[config.mk]
export PLATFORM = sky130hd
export DESIGN_NAME = pin_entry_buffer_flat
export DESIGN_NICKNAME = d
export VERILOG_FILES = /design/src/rtl/pin_entry_if.sv /design/src/rtl/pin_entry_buffer.sv /design/src/flat_wrapper.sv
export SDC_FILE = /design/constraint.sdc
export NUM_CORES = 1
export LEC_CHECK = 0
export ABC_AREA = 0
export BUFFER_PORTS_ARGS = -buffer_cell sky130_fd_sc_hd__buf_2
export CAP_MARGIN = 0
export CORE_MARGIN = 3
export CORE_UTILIZATION = 45
export CTS_CLUSTER_DIAMETER = 40
export DETAILED_ROUTE_END_ITERATION = 7
export GPL_TIMING_DRIVEN = 0
export HOLD_SLACK_MARGIN = 0.05
export PLACE_DENSITY = 0.65
export SLEW_MARGIN = 5
export SYNTH_ARGS = -nofsm -noshare
export SYNTH_HDL_FRONTEND = slang
export SYNTH_SLANG_ARGS = --single-unit
[constraint.sdc]
create_clock -name clk -period 2.8 [get_ports clk]
set_clock_uncertainty 0.15 [all_clocks]
set_input_delay 0.14 -clock clk [delete_from_list [all_inputs] [get_ports clk]]
set_output_delay 0.14 -clock clk [all_outputs]
set_load 0.03 [all_outputs]
[src/rtl/pin_entry_if.sv]
// Keypad-side and controller-side signals of the PIN entry buffer.
// The buffer sits on the slave modport; the keypad/controller side uses master.
interface pin_entry_if #(
    parameter int MAX_DIGITS = 12
);
    logic                    key_valid;
    logic [3:0]              key_code;
    logic                    hold;
    logic [4*MAX_DIGITS-1:0] pin_digits;
    logic [3:0]              pin_len;
    logic                    pin_valid;
    logic                    entry_error;
    logic                    timeout;
    logic                    key_bip;
    logic [23:0]             disp_bcd;

    modport master (
        output key_valid, key_code, hold,
        input  pin_digits, pin_len, pin_valid, entry_error, timeout, key_bip, disp_bcd
    );

    modport slave (
        input  key_valid, key_code, hold,
        output pin_digits, pin_len, pin_valid, entry_error, timeout, key_bip, disp_bcd
    );
endinterface

[src/rtl/pin_entry_buffer.sv]
// Collects keypad digits into a PIN, handles clear/enter/idle timeout and
// drives a right-aligned echo of the last six digits for the display.
module pin_entry_buffer #(
    parameter int MAX_DIGITS = 12,
    parameter int MIN_DIGITS = 4,
    parameter int TIMEOUT    = 5000
) (
    input  logic       clk,
    input  logic       rst,
    pin_entry_if.slave bus
);
    localparam int                BUF_W      = 4 * MAX_DIGITS;
    localparam int                TMR_W      = (TIMEOUT > 2) ? $clog2(TIMEOUT) : 1;
    localparam logic [3:0]        MAX_CNT    = 4'(MAX_DIGITS);
    localparam logic [3:0]        MIN_CNT    = 4'(MIN_DIGITS);
    localparam logic [TMR_W-1:0]  TMR_LAST   = TMR_W'(TIMEOUT - 1);
    localparam logic [23:0]       DISP_BLANK = 24'hFF_FFFF;

    logic             key_valid_q;
    logic [BUF_W-1:0] work_buf, nxt_buf;
    logic [3:0]       cnt, nxt_cnt;
    logic [TMR_W-1:0] tmr, nxt_tmr;
    logic [23:0]      disp_q, nxt_disp;
    logic [BUF_W-1:0] pin_q, nxt_pin;
    logic [3:0]       len_q, nxt_len;
    logic             valid_q, nxt_valid;
    logic             err_q, nxt_err;
    logic             tmo_q, nxt_tmo;
    logic             bip_q, nxt_bip;
    logic             press;
    logic             accept;
    logic             clear;

    assign press = bus.key_valid & ~key_valid_q;

    always_comb begin
        nxt_buf   = work_buf;
        nxt_cnt   = cnt;
        nxt_tmr   = tmr;
        nxt_disp  = disp_q;
        nxt_pin   = pin_q;
        nxt_len   = len_q;
        nxt_valid = 1'b0;
        nxt_err   = 1'b0;
        nxt_tmo   = 1'b0;
        nxt_bip   = 1'b0;
        accept    = 1'b0;
        clear     = 1'b0;

        // While hold is high, presses are swallowed and the idle timer is frozen.
        if (!bus.hold) begin
            if (press) begin
                if (bus.key_code <= 4'd9) begin
                    if (cnt < MAX_CNT) begin
                        for (int i = 0; i < MAX_DIGITS; i++) begin
                            if (cnt == 4'(i)) nxt_buf[4*i +: 4] = bus.key_code;
                        end
                        nxt_cnt  = cnt + 4'd1;
                        nxt_disp = {disp_q[19:0], bus.key_code};
                        accept   = 1'b1;
                    end
                end else if (bus.key_code == 4'hE) begin
                    accept = 1'b1;
                    clear  = 1'b1;
                end else if (bus.key_code == 4'hF) begin
                    accept = 1'b1;
                    clear  = 1'b1;
                    if (cnt >= MIN_CNT) begin
                        nxt_pin   = work_buf;
                        nxt_len   = cnt;
                        nxt_valid = 1'b1;
                    end else begin
                        nxt_err = 1'b1;
                    end
                end
            end

            // An accepted key in the expiry cycle wins and restarts the idle count.
            if (accept) begin
                nxt_bip = 1'b1;
                nxt_tmr = '0;
            end else if (cnt == 4'd0) begin
                nxt_tmr = '0;
            end else if (tmr == TMR_LAST) begin
                clear   = 1'b1;
                nxt_tmo = 1'b1;
                nxt_tmr = '0;
            end else begin
                nxt_tmr = tmr + TMR_W'(1);
            end
        end

        if (clear) begin
            nxt_buf  = '0;
            nxt_cnt  = 4'd0;
            nxt_disp = DISP_BLANK;
        end
    end

    always_ff @(posedge clk or negedge rst) begin
        if (!rst) begin
            key_valid_q <= 1'b0;
            work_buf    <= '0;
            cnt         <= 4'd0;
            tmr         <= '0;
            disp_q      <= DISP_BLANK;
            pin_q       <= '0;
            len_q       <= 4'd0;
            valid_q     <= 1'b0;
            err_q       <= 1'b0;
            tmo_q       <= 1'b0;
            bip_q       <= 1'b0;
        end else begin
            key_valid_q <= bus.key_valid;
            work_buf    <= nxt_buf;
            cnt         <= nxt_cnt;
            tmr         <= nxt_tmr;
            disp_q      <= nxt_disp;
            pin_q       <= nxt_pin;
            len_q       <= nxt_len;
            valid_q     <= nxt_valid;
            err_q       <= nxt_err;
            tmo_q       <= nxt_tmo;
            bip_q       <= nxt_bip;
        end
    end

    assign bus.pin_digits  = pin_q;
    assign bus.pin_len     = len_q;
    assign bus.pin_valid   = valid_q;
    assign bus.entry_error = err_q;
    assign bus.timeout     = tmo_q;
    assign bus.key_bip     = bip_q;
    assign bus.disp_bcd    = disp_q;
endmodule
[src/flat_wrapper.sv]
// flat-port wrapper written by rule: the top's interface ports become plain ports
module pin_entry_buffer_flat 
#(
    parameter int MAX_DIGITS = 12,
    parameter int MIN_DIGITS = 4,
    parameter int TIMEOUT    = 5000
)
  (clk, rst, bus_key_valid, bus_key_code, bus_hold, bus_pin_digits, bus_pin_len, bus_pin_valid, bus_entry_error, bus_timeout, bus_key_bip, bus_disp_bcd);
  pin_entry_if #(.MAX_DIGITS(MAX_DIGITS)) bus_i ();
  input  logic clk;
  input  logic rst;
  input wire logic [$bits(bus_i.key_valid)-1:0] bus_key_valid;
  input wire logic [$bits(bus_i.key_code)-1:0] bus_key_code;
  input wire logic [$bits(bus_i.hold)-1:0] bus_hold;
  output wire logic [$bits(bus_i.pin_digits)-1:0] bus_pin_digits;
  output wire logic [$bits(bus_i.pin_len)-1:0] bus_pin_len;
  output wire logic [$bits(bus_i.pin_valid)-1:0] bus_pin_valid;
  output wire logic [$bits(bus_i.entry_error)-1:0] bus_entry_error;
  output wire logic [$bits(bus_i.timeout)-1:0] bus_timeout;
  output wire logic [$bits(bus_i.key_bip)-1:0] bus_key_bip;
  output wire logic [$bits(bus_i.disp_bcd)-1:0] bus_disp_bcd;
  assign bus_i.key_valid = bus_key_valid;
  assign bus_i.key_code = bus_key_code;
  assign bus_i.hold = bus_hold;
  assign bus_pin_digits = bus_i.pin_digits;
  assign bus_pin_len = bus_i.pin_len;
  assign bus_pin_valid = bus_i.pin_valid;
  assign bus_entry_error = bus_i.entry_error;
  assign bus_timeout = bus_i.timeout;
  assign bus_key_bip = bus_i.key_bip;
  assign bus_disp_bcd = bus_i.disp_bcd;
  pin_entry_buffer #(.MAX_DIGITS(MAX_DIGITS), .MIN_DIGITS(MIN_DIGITS), .TIMEOUT(TIMEOUT)) u_core (.clk(clk), .rst(rst), .bus(bus_i));
endmodule
Yosys cells after proc, flatten, opt, wreduce, memory -nomap -nowiden
Index checks and enable logic that the tools add are counted.

Flip-flop bits (word level): 146. Input port bits: 8. Output and inout port bits: 80. Word-level logic and storage cells: 137.

Add/subtract/negate cells: 2. $lt $le $gt $ge: 3. Eq/ne operators: 15. Multiplexer cells: 60. Bitwise operators: 5. Reduce and logical (&&, ||, !) cells: 30.

Operators with widths (number): two-way mux 48 bit (5); two-way mux 24 bit (5); two-way mux 4 bit (17); AND reduction 5 bit (12); two-way mux 13 bit (3); two-way mux 1 bit (30); nonzero test 2 bit (15); == test 4 bit, second input constant (6); == test 4 x 3 -> 1 bit, second input constant (4); adder 13 x 1 -> 13 bit, second input constant (1); == test 13 bit, second input constant (1); == test 4 x 2 -> 1 bit, second input constant (2); AND reduction 6 bit (1); adder 4 x 1 -> 4 bit, second input constant (1); == test 4 x 1 -> 1 bit, second input constant (1); greater-or-equal comparator 4 x 3 -> 1 bit, second input constant (1); <= comparator 4 bit, second input constant (1); logical NOT 4 bit (1); less-than comparator 4 bit, second input constant (1); inverter 1 bit (4); AND reduction 4 bit (1); inequality test 2 x 1 -> 1 bit, second input constant (1); AND 1 bit (1).

Longest topological paths before layout
Word-level depth: 11. Depth in mapped cells: 8. Depth with buffers taken out: 7.

Worst setup path after synthesis
OpenSTA, ideal clock, no wires.

Path kind: register to register. Start point: reg u_core.cnt[0]. End point: reg u_core.work_buf[10]. Library setup time: 0.121 ns. Arrival: 1.745 ns. Slack: 0.784 ns. Cell stages (with the launch flop): 9. Path buffers: 1. Path through: dfrtp_1 -> inv_1 -> ha_1 -> or3b_1 -> nand4_4 -> buf_6 -> a31oi_4 -> mux2i_1 -> nor2_1.

Cells in the longest elaborated chain, start to end: 9. Elaborated cells on any way between the ends: 17.

RTL lines: from (decl) (RTL line pin_entry_buffer.sv:21) `logic [3:0] cnt, nxt_cnt;`; from (signal assigned) (RTL line pin_entry_buffer.sv:116) `cnt <= nxt_cnt;`; less-than comparator 4 bit (RTL line pin_entry_buffer.sv:54) `if (cnt < MAX_CNT) begin`; two-way mux 1 bit (RTL line pin_entry_buffer.sv:54); two-way mux 1 bit (RTL line pin_entry_buffer.sv:53) `if (bus.key_code <= 4'd9) begin`; two-way mux 1 bit (RTL line pin_entry_buffer.sv:52) `if (press) begin`; two-way mux 1 bit (RTL line pin_entry_buffer.sv:51) `if (!bus.hold) begin`; two-way mux 1 bit (RTL line pin_entry_buffer.sv:79) `if (accept) begin`; two-way mux 1 bit (RTL line pin_entry_buffer.sv:51); inequality test 2 x 1 -> 1 bit (no source line) or nonzero test 2 bit (tied branches); AND reduction 5 bit (no source line); to (signal assigned) (RTL line pin_entry_buffer.sv:115) `work_buf <= nxt_buf;`; to (decl) (RTL line pin_entry_buffer.sv:20) `logic [BUF_W-1:0] work_buf, nxt_buf;`.

Several ways; a longest one is shown, not always the timed one. The select of a mux whose other input is x is not followed. A chain may end at the register's enable or synchronous reset.

Final worst setup path
Start point: reg u_core.key_valid_q. End point: reg u_core.len_q[2] (netlist: u_core.bus.pin_len[2]).

Cells in the longest elaborated chain, start to end: 3.

RTL lines: from (decl) (RTL line pin_entry_buffer.sv:19) `logic key_valid_q;`; from (signal assigned) (RTL line pin_entry_buffer.sv:114) `key_valid_q <= bus.key_valid;`; inverter 1 bit (RTL line pin_entry_buffer.sv:34) `assign press = bus.key_valid & ~key_valid_q;`; AND 1 bit (RTL line pin_entry_buffer.sv:34); AND reduction 6 bit (no source line); to (signal assigned) (RTL line pin_entry_buffer.sv:120) `len_q <= nxt_len;`; to (decl) (RTL line pin_entry_buffer.sv:25) `logic [3:0] len_q, nxt_len;`.

Every way passes these cells.

==> results.cfg <==
[floorplan]
fp.dieH_microns = 124
io_pins = 88
core_area_sq_mm = 0.0134
dieArea_sq_mm = 0.0154
fp.dieW_microns = 124
rows = 42
initial_core_util_pct = 46.7

[sta]
final-setup-viol-count = 0
setup-tns-final_ns = 0
slew_headroom_pct = 55.9
fin_crit_sh_pct = 83.2
rsz0062_at_grt = no
slew_violations = 0
period_needed_ns = 2.33
worst_slew_pin_slew_ns = 0.662
fmax_mhz = 429
hold_viol = 0
whs_ns = 0.152

[setup_path]
cp.required_ns = 2.95
reg2reg_from = u_core.key_valid_q
worstSetupPathType = reg -> reg
r2r-end = u_core.bus.pin_len[2]
startpoint_type = register
r2r_cells = 5
end_kind = register
r2r_slack_ns = 0.47
cp.arrival_ns = 2.48
crit_path_max_fanout = 10

[synth]
avgSynthCellArea_sq_um = 13.5
synth_top_family_by_area = multiplexers
synthMuxAreaShare_pct = 17.2
synth_cell_types = 48
post-synth-top-area-fraction_pct = 48.8
netlist_area_sq_mm = 0.00626
ys.flop_type = dfrtp_1
ys_warn_count = 0
postSynthCellCount = 465
synth-async-reset-ratio_pct = 100
yosys-top-cells-count = dfrtp_1 (122), nor2_1 (62), mux2_2 (50)
yosysMostFrequentCell = dfrtp_1
yosys-top-cells-area = dfrtp_1 (49%), dfstp_2 (10%), mux2_2 (9.0%)
synth-xor-area-share_pct = 1.40
ys_seq_area_share_pct = 58.8
synth_top_area_cell = dfrtp_1
synth_nets = 478
synth_seq_cells = 146
synth-adder-area-share_pct = 0.999
synth_compound_area_share_pct = 9.19
synthSimpleGateAreaFrac_pct = 9.85
synth_edf_count = 0

[cts]
cts_tree = built
clk_path_buf_depth = 2
root_buffer = clkbuf_16
postCtsSetupBuffers = 0
cts_made_buffers = 17
cts.repair.resized = 0
cts.clk_slew.worst_paths_ns = 0.06
cts_sinks = 146
h-tree-depth = 4
clk_latency_ns = 0.42

[global_route]
grt_overflow_total = 0
grt_usage_pct = 18.3
grt_max_degree = 77
first_global_vias = 4010
grt_pass1_wl_mm = 21.1
antenna_found_initial = 0

[hold_path]
hold_class = in -> async

[drt]
wl_mm = 12.9
final_antenna_net_count = 0
detail_route.wl_per_cell_microns = 16.7
drc = 0
via_per_inst = 5.18
dr_total_vias = 3982
first_pass_iters = 4
drt_iter0_markers = 222

[placed_design]
port_buffers = 87
dp_hpwl_mm = 8.88
place.gp.congestion = 0.779
place_area_sq_mm = 0.00695

[final_layout]
fin_nets = 592
area_delta_synth_final_pct = 20.6
drive_gt1_share_pct = 39.2
final_cell_area_sq_mm = 0.00755
antennaDiodeCount = 0

[outcome]
status = complete, no violations

[power_and_ir_drop]
finalPower_mw = 6.00
irDropWorstVdd_uv = 458
power.density_mw_per_mm2 = 795
leakage_nw = 3.59

[flow_run]
maxCapViolCount = 0
## power breakdown
| group | internal (mW) | switching, mW | total (mW) | leakage (nW) |
|---|---|---|---|---|
| clock | 1.23 | 0.805 | 2.04 | 0.262 |
| combinational | 0.421 | 0.742 | 1.16 | 1.40 |
| sequential | 2.55 | 0.255 | 2.81 | 1.93 |
## state kept, by name (all words and copies together), names as in the netlist
signal	cells
u_core.bus.disp_bcd	24
u_core.bus.entry_error	1
u_core.bus.key_bip	1
u_core.bus.pin_digits	48
u_core.bus.pin_len	4
u_core.bus.pin_valid	1
u_core.bus.timeout	1
u_core.cnt	4
u_core.key_valid_q	1
u_core.tmr	13
u_core.work_buf	48
## kinds of logic after synthesis
group / after synthesis
buffers and inverters: 30
xor gates and xnor gates: 10
DFF: 146
AOI/OAI and AO/OA: 52
adders and majority gates: 5
muxes: 101
and+or+nand+nor: 121
## metal layers
| layer | global-route usage [%] | vias to the layer above | routed length (microns) |
|---|---|---|---|
| li1 | - | 1877 | - |
| met1 | 25.6 | 2017 | 6120 |
| met2 | 27.1 | 77 | 6030 |
| met3 | 5.45 | 11 | 554 |
| met4 | 6.64 | 0 | 146 |
| met5 | 0 | - | 0 |
## final cells by class
| class | count | area [sq um] |
|---|---|---|
| inverter | 3 | 11.3 |
| multi-input combinational | 289 | 2420 |
| timing repair buffer | 95 | 539 |
| sequential | 146 | 3680 |
| clock buffer | 28 | 508 |
| fill | 1120 | 5850 |
| clock inverter | 4 | 22.5 |
| tap | 176 | 220 |
| buffer | 27 | 148 |
## worst max-delay path, stage by stage, from the launching register on
cell     delay (ns)
dfrtp_1        0.39
nor2b_4        0.19
nand4_2        0.21
nor3_4         0.51
buf_2          0.38
mux2_2         0.38
## worst max-delay path by stage
stage | from | to | slack (ns)
3_5_place_dp | u_core.key_valid_q | u_core.bus.pin_digits[5] | 0.45
3_3_place_gp | rst | u_core.bus.pin_digits[11] | -0.52
5_1_grt | u_core.key_valid_q | u_core.bus.pin_digits[9] | 0.31
4_1_cts | u_core.key_valid_q | u_core.bus.pin_digits[9] | 0.44
6_report | u_core.key_valid_q | u_core.bus.pin_len[2] | 0.47
2_1_floorplan | u_core.cnt[0] | u_core.work_buf[10] | 0.78
## metrics by stage
stage / setup slack (ns) / util [%] / std cells
after floorplan: 0.784 / - / 465
after global placement: -0.525 / 51.6 / 728
after detailed placement: 0.452 / 51.9 / 729
after CTS: 0.443 / 56.3 / 768
after global routing: 0.311 / 56.3 / 768
final: 0.471 / 56.3 / 768
## cell usage in the layout (no fill, tap or decap), types with 3 or more instances in the layout
cell and instances:
a21o_1 3, a31oi_4 10, buf_2 105, buf_6 4, clkbuf_1 13, clkbuf_16 18
dfrtp_1 122, dfstp_2 24, dlygate4sd3_1 7, ha_1 5, inv_1 3, mux2_2 50
mux2i_1 49, nand2_1 21, nand3_1 4, nand4_1 4, nor2_1 62, nor2b_1 8
nor3_1 4, o22a_1 24, xnor2_1 4, xor2_1 6
## what timing repair did
| action | 4_1_cts | 5_1_grt |
|---|---|---|
| setup endpoints to repair | 0 | 0 |
| hold endpoints to repair | 85 | 0 |
| hold buffers | 7 | 0 |
(Power assumes the default switching activity.)
